===== src/rtl/mmio_fifo_pkg.sv =====
// Shared constants for the MMIO FIFO endpoint: default addresses, status/control
// bit positions and CCI-P widths.
package mmio_fifo_pkg;

  localparam logic [15:0] DEF_DATA_ADDR = 16'h0030;
  localparam logic [15:0] DEF_STAT_ADDR = 16'h0032;
  localparam logic [15:0] DEF_CTRL_ADDR = 16'h0034;

  localparam int STAT_EMPTY   = 0;
  localparam int STAT_FULL    = 1;
  localparam int STAT_OVF     = 2;
  localparam int STAT_UDF     = 3;
  localparam int STAT_CNT_LSB = 8;

  localparam int CTRL_FLUSH = 0;
  localparam int CTRL_CLR   = 1;

  localparam int TID_W  = 9;
  localparam int DATA_W = 64;

endpackage


===== src/rtl/mmio_fifo_ram.sv =====
// FIFO storage: synchronous write, asynchronous read so the head word is
// available in the same cycle the pop is decoded.
module mmio_fifo_ram
  import mmio_fifo_pkg::*;
#(
  parameter int DEPTH = 8
) (
  input  logic                     clk,
  input  logic                     we,
  input  logic [$clog2(DEPTH)-1:0] waddr,
  input  logic [DATA_W-1:0]        wdata,
  input  logic [$clog2(DEPTH)-1:0] raddr,
  output logic [DATA_W-1:0]        rdata
);

  logic [DATA_W-1:0] mem [DEPTH];

  always_ff @(posedge clk) begin
    if (we) begin
      mem[waddr] <= wdata;
    end
  end

  assign rdata = mem[raddr];

endmodule


===== src/rtl/mmio_fifo_port.sv =====
// MMIO-mapped FIFO endpoint: writes to DATA_ADDR push, reads pop; STAT_ADDR and
// CTRL_ADDR expose occupancy/sticky flags and flush/clear. Responses are 1-cycle registered.
module mmio_fifo_port
  import mmio_fifo_pkg::*;
#(
  parameter int          DEPTH     = 8,
  parameter logic [15:0] DATA_ADDR = DEF_DATA_ADDR,
  parameter logic [15:0] STAT_ADDR = DEF_STAT_ADDR,
  parameter logic [15:0] CTRL_ADDR = DEF_CTRL_ADDR
) (
  input  logic                       clk,
  input  logic                       rst,
  input  logic                       wr_valid,
  input  logic [15:0]                wr_addr,
  input  logic [63:0]                wr_data,
  input  logic                       rd_valid,
  input  logic [15:0]                rd_addr,
  input  logic [8:0]                 rd_tid,
  output logic                       resp_valid,
  output logic [8:0]                 resp_tid,
  output logic [63:0]                resp_data,
  output logic [$clog2(DEPTH):0]     count
);

  localparam int PTR_W = $clog2(DEPTH);
  localparam int CNT_W = PTR_W + 1;
  localparam logic [CNT_W-1:0] CNT_FULL = CNT_W'(DEPTH);

  logic [PTR_W-1:0]  wr_ptr, rd_ptr;
  logic              ovf_flag, udf_flag;
  logic [DATA_W-1:0] head_word;

  logic push, pop, stat_rd, ctrl_wr;
  logic empty, full, push_ok, pop_ok;
  logic ovf_set, udf_set, flush, clr;
  logic [CNT_W-1:0] count_nxt;

  function automatic logic [DATA_W-1:0] status_word(
    input logic [CNT_W-1:0] cnt,
    input logic             e,
    input logic             f,
    input logic             o,
    input logic             u
  );
    logic [DATA_W-1:0] s;
    s                       = '0;
    s[STAT_EMPTY]           = e;
    s[STAT_FULL]            = f;
    s[STAT_OVF]             = o;
    s[STAT_UDF]             = u;
    s[STAT_CNT_LSB +: CNT_W] = cnt;
    return s;
  endfunction

  assign push    = wr_valid && (wr_addr == DATA_ADDR);
  assign ctrl_wr = wr_valid && (wr_addr == CTRL_ADDR);
  assign pop     = rd_valid && (rd_addr == DATA_ADDR);
  assign stat_rd = rd_valid && (rd_addr == STAT_ADDR);

  assign empty = (count == '0);
  assign full  = (count == CNT_FULL);

  // A push into a full FIFO still lands when a pop frees the head slot this cycle.
  assign push_ok = push && (!full || pop);
  assign pop_ok  = pop && !empty;
  assign ovf_set = push && full && !pop;
  assign udf_set = pop && empty;
  assign flush   = ctrl_wr && wr_data[CTRL_FLUSH];
  assign clr     = ctrl_wr && wr_data[CTRL_CLR];

  always_comb begin
    count_nxt = count;
    case ({push_ok, pop_ok})
      2'b10:   count_nxt = count + CNT_W'(1);
      2'b01:   count_nxt = count - CNT_W'(1);
      default: count_nxt = count;
    endcase
  end

  mmio_fifo_ram #(.DEPTH(DEPTH)) u_ram (
    .clk   (clk),
    .we    (push_ok && !flush),
    .waddr (wr_ptr),
    .wdata (wr_data),
    .raddr (rd_ptr),
    .rdata (head_word)
  );

  // Pointer / occupancy / sticky flag state
  always_ff @(posedge clk) begin
    if (rst) begin
      wr_ptr   <= '0;
      rd_ptr   <= '0;
      count    <= '0;
      ovf_flag <= 1'b0;
      udf_flag <= 1'b0;
    end else begin
      if (flush) begin
        wr_ptr <= '0;
        rd_ptr <= '0;
        count  <= '0;
      end else begin
        if (push_ok) wr_ptr <= wr_ptr + PTR_W'(1);
        if (pop_ok)  rd_ptr <= rd_ptr + PTR_W'(1);
        count <= count_nxt;
      end
      // Set has priority over a same-cycle clear.
      if (ovf_set)  ovf_flag <= 1'b1;
      else if (clr) ovf_flag <= 1'b0;
      if (udf_set)  udf_flag <= 1'b1;
      else if (clr) udf_flag <= 1'b0;
    end
  end

  // Response stage: registered one cycle after the owned read
  always_ff @(posedge clk) begin
    if (rst) begin
      resp_valid <= 1'b0;
      resp_tid   <= '0;
      resp_data  <= '0;
    end else begin
      resp_valid <= pop || stat_rd;
      if (pop) begin
        resp_tid  <= rd_tid;
        resp_data <= empty ? '0 : head_word;
      end else if (stat_rd) begin
        resp_tid  <= rd_tid;
        resp_data <= status_word(count, empty, full, ovf_flag, udf_flag);
      end
    end
  end

endmodule


===== config.mk =====
export PLATFORM = sky130hd
export DESIGN_NAME = mmio_fifo_port
export DESIGN_NICKNAME = d
export VERILOG_FILES = /design/src/rtl/mmio_fifo_pkg.sv /design/src/rtl/mmio_fifo_ram.sv /design/src/rtl/mmio_fifo_port.sv
export SDC_FILE = /design/constraint.sdc
export NUM_CORES = 1
export LEC_CHECK = 0
export ABC_CLOCK_PERIOD_IN_PS = 8600
export BUFFER_PORTS_ARGS = -buffer_cell sky130_fd_sc_hd__buf_2
export CAP_MARGIN = 15
export CORE_MARGIN = 10
export CORE_UTILIZATION = 55
export DETAILED_ROUTE_END_ITERATION = 10
export PLACE_DENSITY = 0.76
export SLEW_MARGIN = 40
export SYNTH_ARGS = -nofsm -noshare
export SYNTH_HDL_FRONTEND = slang
export SYNTH_SLANG_ARGS = --single-unit

===== constraint.sdc =====
create_clock -name clk -period 8.6 [get_ports clk]
set_clock_uncertainty 0.2 [all_clocks]
set_input_delay 1.72 -clock clk [delete_from_list [all_inputs] [get_ports clk]]
set_output_delay 1.72 -clock clk [all_outputs]
set_load 0.01 [all_outputs]

==> results of run 1 <==
[final cells by class]
type / instances / share of cell area
tap: 532 / 0.0256
inverter: 1 / 0.000144
clock buffer: 77 / 0.0600
clock inverter: 26 / 0.0128
multi-input combinational: 439 / 0.198
timing repair buffer: 202 / 0.0430
sequential: 601 / 0.660
antenna: 2 / 0.000192
[cell usage after synthesis (3+ instances only)]
| cell | instances |
|---|---|
| buf_1 | 9 |
| clkbuf_1 | 35 |
| mux4_2 | 128 |
| xor2_1 | 4 |
| edfxtp_1 | 512 |
| nor3_1 | 10 |
| nor2_1 | 83 |
| mux2_2 | 63 |
| o21ai_0 | 5 |
| a221oi_1 | 6 |
| a22oi_1 | 58 |
| nor4_1 | 3 |
| buf_2 | 17 |
| dfxtp_1 | 89 |
| ha_1 | 5 |
| nand3_1 | 4 |
| a21oi_1 | 16 |
| nand2_1 | 20 |
| nand2b_1 | 3 |
[state kept, by name, indices dropped and copies added (netlist names), named ones only]
signal,cells
wr_ptr,3
ovf_flag,1
resp_valid,1
rd_ptr,3
resp_tid,9
u_ram.mem,512
resp_data,64
count,4
udf_flag,1
[routing by layer]
metal  vias up  global-route usage  part of all wire
met5         -                   0            0.0014
li1       4913                   -                 -
met2       355               0.298              0.50
met1      5720               0.240              0.42
met3        67              0.0438             0.065
met4        10              0.0617             0.020
[power by group]
group	leakage, µW	switching [µW]	internal (µW)
Combinational	0.00223	46.4	19.8
Sequential	0.00532	0.00225	3150
Clock	0.000918	1020	1500
Total	0.00847	1060	4680
[logic make-up (layout without fill, tap and decap cells)]
kind of cell,Yosys count,count (layout)
xor+xnor,6,6
compound gates,92,92
mux,193,193
simple gates,143,143
buf+inv,63,306
fa+ha+maj,5,5
flops,601,601
other cells,0,2
[worst max-delay path: cells and delay by family]
family	cells	cell delay, ns
buf+inv	2	0.77
simple gates	4	1.64
compound gates	1	0.32
[final timing paths]
check | slack [ns] | to | cells past startpoint
setup / recovery | 4.11 | u_ram.mem[3][57] | 7
hold / removal | 0.25 | resp_tid[1] | 2
setup reg to reg | 5.30 | count[2] | 10
hold reg to reg | 0.25 | resp_tid[1] | 2
[through the flow]
stage	hold WS, ns	worst slack, ns	util
global placement	0.235	3.39	0.591
floorplan	0.265	0.552	-
global route	0.265	3.91	0.640
detailed placement	0.246	3.32	0.593
CTS	0.254	3.95	0.639
finish	0.251	4.11	0.640
==> results.py, run 1 <==
metrics = {
    "min_path": {
        "min_path_type": "reg -> reg",
        "hold_start": "resp_tid[1]",
    },
    "sta": {
        "fin_setup_tns_ns": 0,
        "slew_headroom": 0.412,
        "hold_violations": 0,
        "tightest_slew_ns": 0.875,
        "rsz0062_at_grt": "no",
        "finalSetupViolations": 0,
        "post-route-period-util": 0.522,
        "slew_violations": 0,
        "clock.fmax_mhz": 223,
        "min_period_ns": 4.49,
    },
    "place": {
        "dp_hpwl_mm": 25.4,
        "dpl.cell_count": 1774,
        "routabilityCongestion": 0.728,
        "io_buffers": 186,
        "dpl_cell_area_um2": 24100,
    },
    "clocking": {
        "cts_tree": "done",
        "cts_root_buffer": "clkbuf_16",
        "cts.repair.resized": 0,
        "clk_pin_slew_ns": 0.06,
        "cts_hold_repair.buffers": 0,
        "post_cts_buffers": 0,
        "htreeDepth": 2,
        "cts_buffers": 56,
        "cts_sinks": 601,
        "insertion_delay_ns": 0.61,
        "ctsLongestPathBuffers": 3,
    },
    "grt": {
        "antenna_found_initial": 7,
        "first_global_vias": 11700,
        "grt_pass1_wl_mm": 70.5,
        "grt-ovfl-total": 0,
        "grt_use_total": 0.183,
        "grt_max_degree": 78,
    },
    "layout": {
        "multi_input_area_um2": 5150,
        "n_fill_cell": 2705,
        "drive_gt1_frac": 0.368,
        "fin_cells": 1880,
        "stdcell_area_um2": 26000,
        "ff_latch_area_um2": 17200,
        "final_common_cell": "edfxtp_1",
        "area_growth_pct": 15.5,
        "nNetsFinal": 1415,
        "final_cell_mix": "512 x edfxtp_1, 185 x buf_2, 128 x mux4_2",
    },
    "floorplanning": {
        "core-area_um2": 40600,
        "num_io_pins": 187,
        "die_h_um": 222,
        "start_util": 0.554,
        "die_x_um": 222,
        "core.rowCount": 74,
        "dieArea_um2": 49400,
    },
    "power_and_ir_drop": {
        "peakVddDrop_v": 0.000149,
        "p_leak_uw": 0.00847,
        "powerDensity_nw_per_um2": 221,
        "power_uw": 5740,
    },
    "outcome": {
        "status": "finished clean",
    },
    "synth": {
        "synth_top_area_frac": 0.683,
        "yosys_warnings": 0,
        "synth-async-reset-ratio": 0,
        "ys.flop_type": "edfxtp_1",
        "synthSimpleGateAreaFrac": 0.0315,
        "synth.avg_cell_area_um2": 20.4,
        "synth-edff-count": 512,
        "synthesis.area_um2": 22500,
        "yosysSeqAreaShare": 0.762,
        "synth_xor_area_frac": 0.00233,
        "synth_compound_area_frac": 0.0292,
        "syn_inst": 1103,
        "synth_top_family_by_area": "multiplexers",
        "ys_types": 44,
        "synth.ff_latch_count": 601,
        "yosys.area_share.adder": 0.00278,
        "yosysTopAreaCell": "edfxtp_1",
        "syn-num-nets": 1217,
        "synth_mux_area_frac": 0.160,
        "synth_top_cells_by_area": "edfxtp_1 68%, mux4_2 13%, dfxtp_1 7.9%",
    },
    "detailed_routing": {
        "routedWlPerCell_um": 24.3,
        "antenna_left": 0,
        "first_iter_violations": 977,
        "route.detailed.drc": 0,
        "vias": 11100,
        "routed_wl_mm": 45.6,
        "via_per_inst": 5.89,
        "drtPass1Iterations": 5,
    },
    "setup_path": {
        "end_kind": "flip-flop",
        "startpoint": "rd_addr[0]",
        "critPathKind": "in -> reg",
        "arrival_ns": 4.52,
        "start_kind": "primary input",
        "crit_slowest_cell": "nor2_4",
        "worstPathRequired_ns": 8.62,
        "crit_fanout": 42,
        "critPathMaxStageDelay_ns": 0.69,
        "critical_path.cell_chain": "buf_2 -> nor4_4 -> nand4_4 -> o211ai_1 -> nand3_1 -> nor2_4 -> buf_4",
        "r2r-start": "count[0]",
    },
    "run": {
        "drv_cap": 0,
    },
}
No activity file was read; power rests on OpenSTA's default activity.
==> run 2: changes to the inputs <==
Settings changed: ABC_CLOCK_PERIOD_IN_PS 8600 to 4100, CORE_UTILIZATION 55 to 53, PLACE_DENSITY 0.76 to 0.77.
Clock period 8.6 ns to 4.1 ns, I/O delays scaled along.
==> results.py, run 2 (synthesized netlist as in run 1, its figures left out) <==
metrics = {
    "sta": {
        "slew_violations": 0,
        "tightest_slew_ns": 0.760,
        "rsz0062_at_grt": "no",
        "min_period_ns": 3.13,
        "hold_violations": 0,
        "setup_ws_ns": 0.968,
        "clock.fmax_mhz": 319,
        "slew_headroom": 0.493,
        "fin_setup_tns_ns": 0,
        "finalSetupViolations": 0,
        "post-route-period-util": 0.764,
    },
    "detailed_routing": {
        "via_per_inst": 5.92,
        "antenna_left": 0,
        "first_iter_violations": 1094,
        "drtPass1Iterations": 5,
        "vias": 11300,
        "route.detailed.drc": 0,
        "routedWlPerCell_um": 24.7,
        "routed_wl_mm": 47.1,
    },
    "layout": {
        "top_regs": "u_ram.mem (512), resp_data (64), resp_tid (9)",
        "nNetsFinal": 1431,
        "largest_register_ff_count": 512,
        "final_cell_mix": "512 x edfxtp_1, 185 x buf_2, 128 x mux4_2",
        "n_fill_cell": 2772,
        "final_common_cell": "edfxtp_1",
        "area_growth_pct": 16.3,
        "drive_gt1_frac": 0.374,
        "largest_register": "u_ram.mem",
    },
    "clocking": {
        "cts_root_buffer": "clkbuf_16",
        "insertion_delay_ns": 0.61,
        "clk_pin_slew_ns": 0.06,
        "cts_hold_repair.buffers": 0,
        "ctsLongestPathBuffers": 3,
        "post_cts_buffers": 0,
        "htreeDepth": 2,
        "cts_sinks": 601,
        "cts_tree": "done",
        "cts_buffers": 57,
        "cts.repair.resized": 0,
    },
    "grt": {
        "grt_use_total": 0.186,
        "first_global_vias": 11800,
        "grt-ovfl-total": 0,
        "grt_max_degree": 78,
        "antenna_found_initial": 7,
        "grt_pass1_wl_mm": 72.2,
    },
    "setup_path": {
        "critPathKind": "in -> reg",
        "r2r-start": "count[1]",
        "reg2reg_slack_ns": 1.35,
        "critPathMaxStageDelay_ns": 0.72,
        "arrival_ns": 3.24,
        "end_kind": "flip-flop",
        "crit_slowest_cell": "nor3_4",
        "cp_top_family": "simple AND/OR/NAND/NOR gates",
        "r2r_cells": 5,
        "worstPathRequired_ns": 4.20,
        "crit_buf_inv": 2,
        "r2r-end": "u_ram.mem[1][31]",
        "crit_fanout": 17,
        "start_kind": "primary input",
        "critical_path.cell_chain": "buf_2 -> nor4b_4 -> nand4_4 -> o211ai_1 -> nand3_1 -> nor3_4 -> buf_12",
    },
    "min_path": {
        "whs_endpoint": "resp_tid[7]",
        "hold_depth": 2,
        "min_path_type": "reg -> reg",
        "hold_start": "resp_tid[7]",
    },
    "power_and_ir_drop": {
        "powerDensity_nw_per_um2": 447,
        "peakVddDrop_v": 0.000287,
        "power_uw": 11700,
        "p_leak_uw": 0.00852,
    },
    "floorplanning": {
        "core.rowCount": 75,
        "die_h_um": 226,
        "start_util": 0.537,
        "die_x_um": 226,
        "dieArea_um2": 51100,
        "core-area_um2": 41900,
        "num_io_pins": 187,
    },
    "place": {
        "dp_hpwl_mm": 27.2,
        "io_buffers": 186,
        "routabilityCongestion": 0.762,
        "dp_slack_ns": 0.404,
    },
    "outcome": {
        "status": "finished clean",
    },
    "run": {
        "drv_cap": 0,
    },
}
==> run 2: cell types whose count changed in the layout (fill, tap and decap cells not counted), moves of 2 or more <==
cell,delta
clkinv_2,+3
buf_4,+10
nor3_2,-2
clkinv_8,+2
nor3_4,+2
clkinvlp_4,-2
buf_6,-10
clkbuf_8,-4
bufinv_16,-5
buf_12,+16
clkinv_1,+4
==> run 2: routing by layer <==
layer,share of wire,vias to the layer above,GRT usage
li1,-,4958,-
met1,0.41,5841,0.247
met4,0.019,10,0.0582
met2,0.50,385,0.303
met5,0.0017,-,0
met3,0.065,71,0.0413
==> run 2: final cells by class <==
class                   count  area [µm²]  share of cell area
multi-input cells         439        5180               0.198
inverters                   1        3.75            0.000143
flip-flops and latches    601       17200               0.656
clock buffers              74        1510              0.0577
diodes                      3        7.51            0.000287
repair buffers            217        1390              0.0529
well taps                 539         674              0.0258
clock inverters            30         248             0.00946
==> run 2: metrics by stage <==
stage,utilization,hold slack [ns],cell area [µm²],instances
6_report,0.624,0.250,26200,1904
5_1_grt,0.624,0.257,26200,1902
4_1_cts,0.624,0.238,26200,1900
3_5_place_dp,0.582,0.248,24400,1796
3_3_place_gp,0.581,0.235,24400,1795
2_1_floorplan,-,0.265,22600,1103
==> run 2: how the worst max path moves through the flow <==
| stage | startpoint | endpoint | slack (ns) | cells after the start |
|---|---|---|---|---|
| after floorplan | rd_addr[10] | u_ram.mem[2][0] | -0.22 | 5 |
| after global placement | rd_addr[10] | u_ram.mem[1][38] | 0.44 | 7 |
| after detailed placement | rd_addr[10] | u_ram.mem[1][39] | 0.40 | 7 |
| after CTS | rd_addr[10] | u_ram.mem[1][28] | 0.99 | 7 |
| after global routing | rd_addr[13] | u_ram.mem[1][31] | 0.86 | 7 |
| final | rd_addr[10] | u_ram.mem[1][31] | 0.97 | 7 |
==> run 2: worst register-to-register path, stage by stage (launching register included) <==
cell and delay, ns:
dfxtp_1 0.52, nor3_1 0.14, o211ai_1 0.19, nand3_1 0.41, nor3_4 0.72, buf_12 0.26
==> run 2: where the power goes <==
part	internal, µW	switching [µW]	leakage [µW]
combinational	41.8	98.6	0.00234
sequential	6620	0.00517	0.00532
clock	2790	2170	0.000860
total	9440	2270	0.00852
==> run 3: changes to the inputs <==
Settings changed: ABC_CLOCK_PERIOD_IN_PS 4100 to 3100, CORE_UTILIZATION 53 to 55, PLACE_DENSITY 0.77 to 0.76.
Clock period 4.1 ns to 3.1 ns, I/O delays scaled along.
==> results.py, run 3 (synthesized netlist as in run 1, its figures left out) <==
metrics = {
    "detailed_routing": {
        "drtPass1Iterations": 5,
        "first_iter_violations": 911,
        "routedWlPerCell_um": 24.7,
        "wl_met2_mm": 23.3,
        "routed.top_layer": "met5",
        "antenna_left": 0,
        "routed_wl_mm": 47.6,
        "route.detailed.drc": 0,
        "dr_wl_met3_mm": 3.64,
        "via_per_inst": 5.95,
        "wl_met1_mm": 19.5,
        "vias": 11500,
    },
    "layout": {
        "largest_register": "u_ram.mem",
        "area_growth_pct": 18.6,
        "top_regs": "u_ram.mem (512), resp_data (64), resp_tid (9)",
        "final_common_cell": "edfxtp_1",
        "n_fill_cell": 2557,
        "stdcell_area_um2": 26700,
        "drive_gt1_frac": 0.399,
        "nNetsFinal": 1461,
        "final_cell_mix": "512 x edfxtp_1, 185 x buf_2, 128 x mux4_2",
        "largest_register_ff_count": 512,
    },
    "clocking": {
        "cts_root_buffer": "clkbuf_16",
        "ctsLongestPathBuffers": 3,
        "cts_sinks": 601,
        "post_cts_buffers": 0,
        "insertion_delay_ns": 0.62,
        "cts_tree": "done",
        "htreeDepth": 2,
        "cts_hold_repair.buffers": 0,
        "clk_pin_slew_ns": 0.06,
        "cts_buffers": 56,
        "cts.repair.resized": 0,
    },
    "setup_path": {
        "reg2reg_slack_ns": 0.57,
        "crit_path_end": "count[2]",
        "end_kind": "flip-flop",
        "r2r-start": "count[0]",
        "worstPathRequired_ns": 3.43,
        "cp.depth": 12,
        "crit_fanout": 4,
        "critPathKind": "in -> reg",
        "cp_top_family": "simple AND/OR/NAND/NOR gates",
        "r2r_cells": 10,
        "critPathMaxStageDelay_ns": 0.39,
        "crit_slowest_cell": "nor4_4",
        "crit_buf_inv": 1,
        "arrival_ns": 2.97,
        "critical_path.cell_chain": "buf_2 -> nor4_4 -> nand4_4 -> o211ai_1 -> nand2_1 -> ha_1 -> xor2_1 -> ha_1 -> a21oi_1 -> xor2_1 -> or3_1 -> a21oi_1",
        "start_kind": "primary input",
        "r2r-end": "count[2]",
        "startpoint": "rd_addr[13]",
    },
    "floorplanning": {
        "core-area_um2": 40600,
        "num_io_pins": 187,
        "die_x_um": 222,
        "core.rowCount": 74,
        "die_h_um": 222,
        "start_util": 0.554,
        "dieArea_um2": 49400,
    },
    "power_and_ir_drop": {
        "peakVddDrop_v": 0.000436,
        "p_leak_uw": 0.00880,
        "powerDensity_nw_per_um2": 608,
    },
    "grt": {
        "grt_use_total": 0.192,
        "grt_pass1_wl_mm": 73.3,
        "grt_max_degree": 73,
        "grt-ovfl-total": 0,
        "antenna_found_initial": 7,
        "first_global_vias": 12000,
    },
    "place": {
        "dp_hpwl_mm": 29.3,
        "io_buffers": 186,
        "dpl_cell_area_um2": 24700,
        "routabilityCongestion": 0.757,
    },
    "sta": {
        "slew_headroom": 0.552,
        "finalSetupViolations": 0,
        "clock.fmax_mhz": 379,
        "rsz0062_at_grt": "no",
        "slew_violations": 0,
        "whs_ns": 0.0490,
        "hold_violations": 0,
        "post-route-period-util": 0.850,
        "tightest_slew_ns": 0.672,
        "min_period_ns": 2.64,
    },
    "run": {
        "drv_cap": 0,
    },
    "min_path": {
        "min_path_type": "in -> reg",
        "hold_depth": 3,
    },
    "outcome": {
        "status": "finished clean",
    },
}
==> run 3: worst reg2reg max path: cells and delay by family (launching register included) <==
| kind | cells | cell delay, ns |
|---|---|---|
| DFF | 1 | 0.40 |
| xor gates and xnor gates | 2 | 0.34 |
| and+or+nand+nor | 3 | 0.79 |
| adders and majority gates | 2 | 0.35 |
| AOI/OAI and AO/OA | 3 | 0.38 |
==> run 3: worst min path at each step <==
stage / from / to / slack, ns
2_1_floorplan: ovf_flag / ovf_flag / 0.27
3_3_place_gp: resp_tid[0] / resp_tid[0] / 0.23
3_5_place_dp: resp_tid[4] / resp_tid[4] / 0.24
4_1_cts: rd_tid[2] / resp_tid[2] / 0.02
5_1_grt: rd_tid[2] / resp_tid[2] / 0.06
6_report: rd_tid[2] / resp_tid[2] / 0.05
==> run 3: cell type report <==
cell class | count | area (µm²) | share of cell area
diodes | 3 | 7.51 | 0.000281
repair buffers | 248 | 1670 | 0.0624
well taps | 532 | 666 | 0.0249
inverters | 1 | 3.75 | 0.000141
clock buffers | 75 | 1570 | 0.0590
multi-input cells | 439 | 5200 | 0.195
flip-flops and latches | 601 | 17200 | 0.643
clock inverters | 30 | 417 | 0.0156
==> run 3: per-layer routing <==
layer / vias up / GRT usage
li1: 5013 / -
met1: 5946 / 0.254
met2: 440 / 0.310
met5: - / 0
met4: 8 / 0.0612
met3: 79 / 0.0445
==> run 3: power by group <==
group          internal [µW]  leakage (µW)  switching [µW]
Clock                   4400      0.000975            2900
Combinational           56.9       0.00251             135
Sequential              8750       0.00532         0.00646
Total                  13200       0.00880            3030
==> run 3: stage by stage <==
stage	setup slack (ns)	total power, µW	setup TNS, ns	instances	utilization
after global placement	-0.107	9100	-15.38	1821	0.608
after global routing	0.277	16700	0	1927	0.657
after detailed placement	-0.108	9120	-10.47	1821	0.608
after floorplan	-0.936	8960	-201.08	1103	-
final	0.465	16200	0	1929	0.657
after CTS	0.481	16300	0	1926	0.657
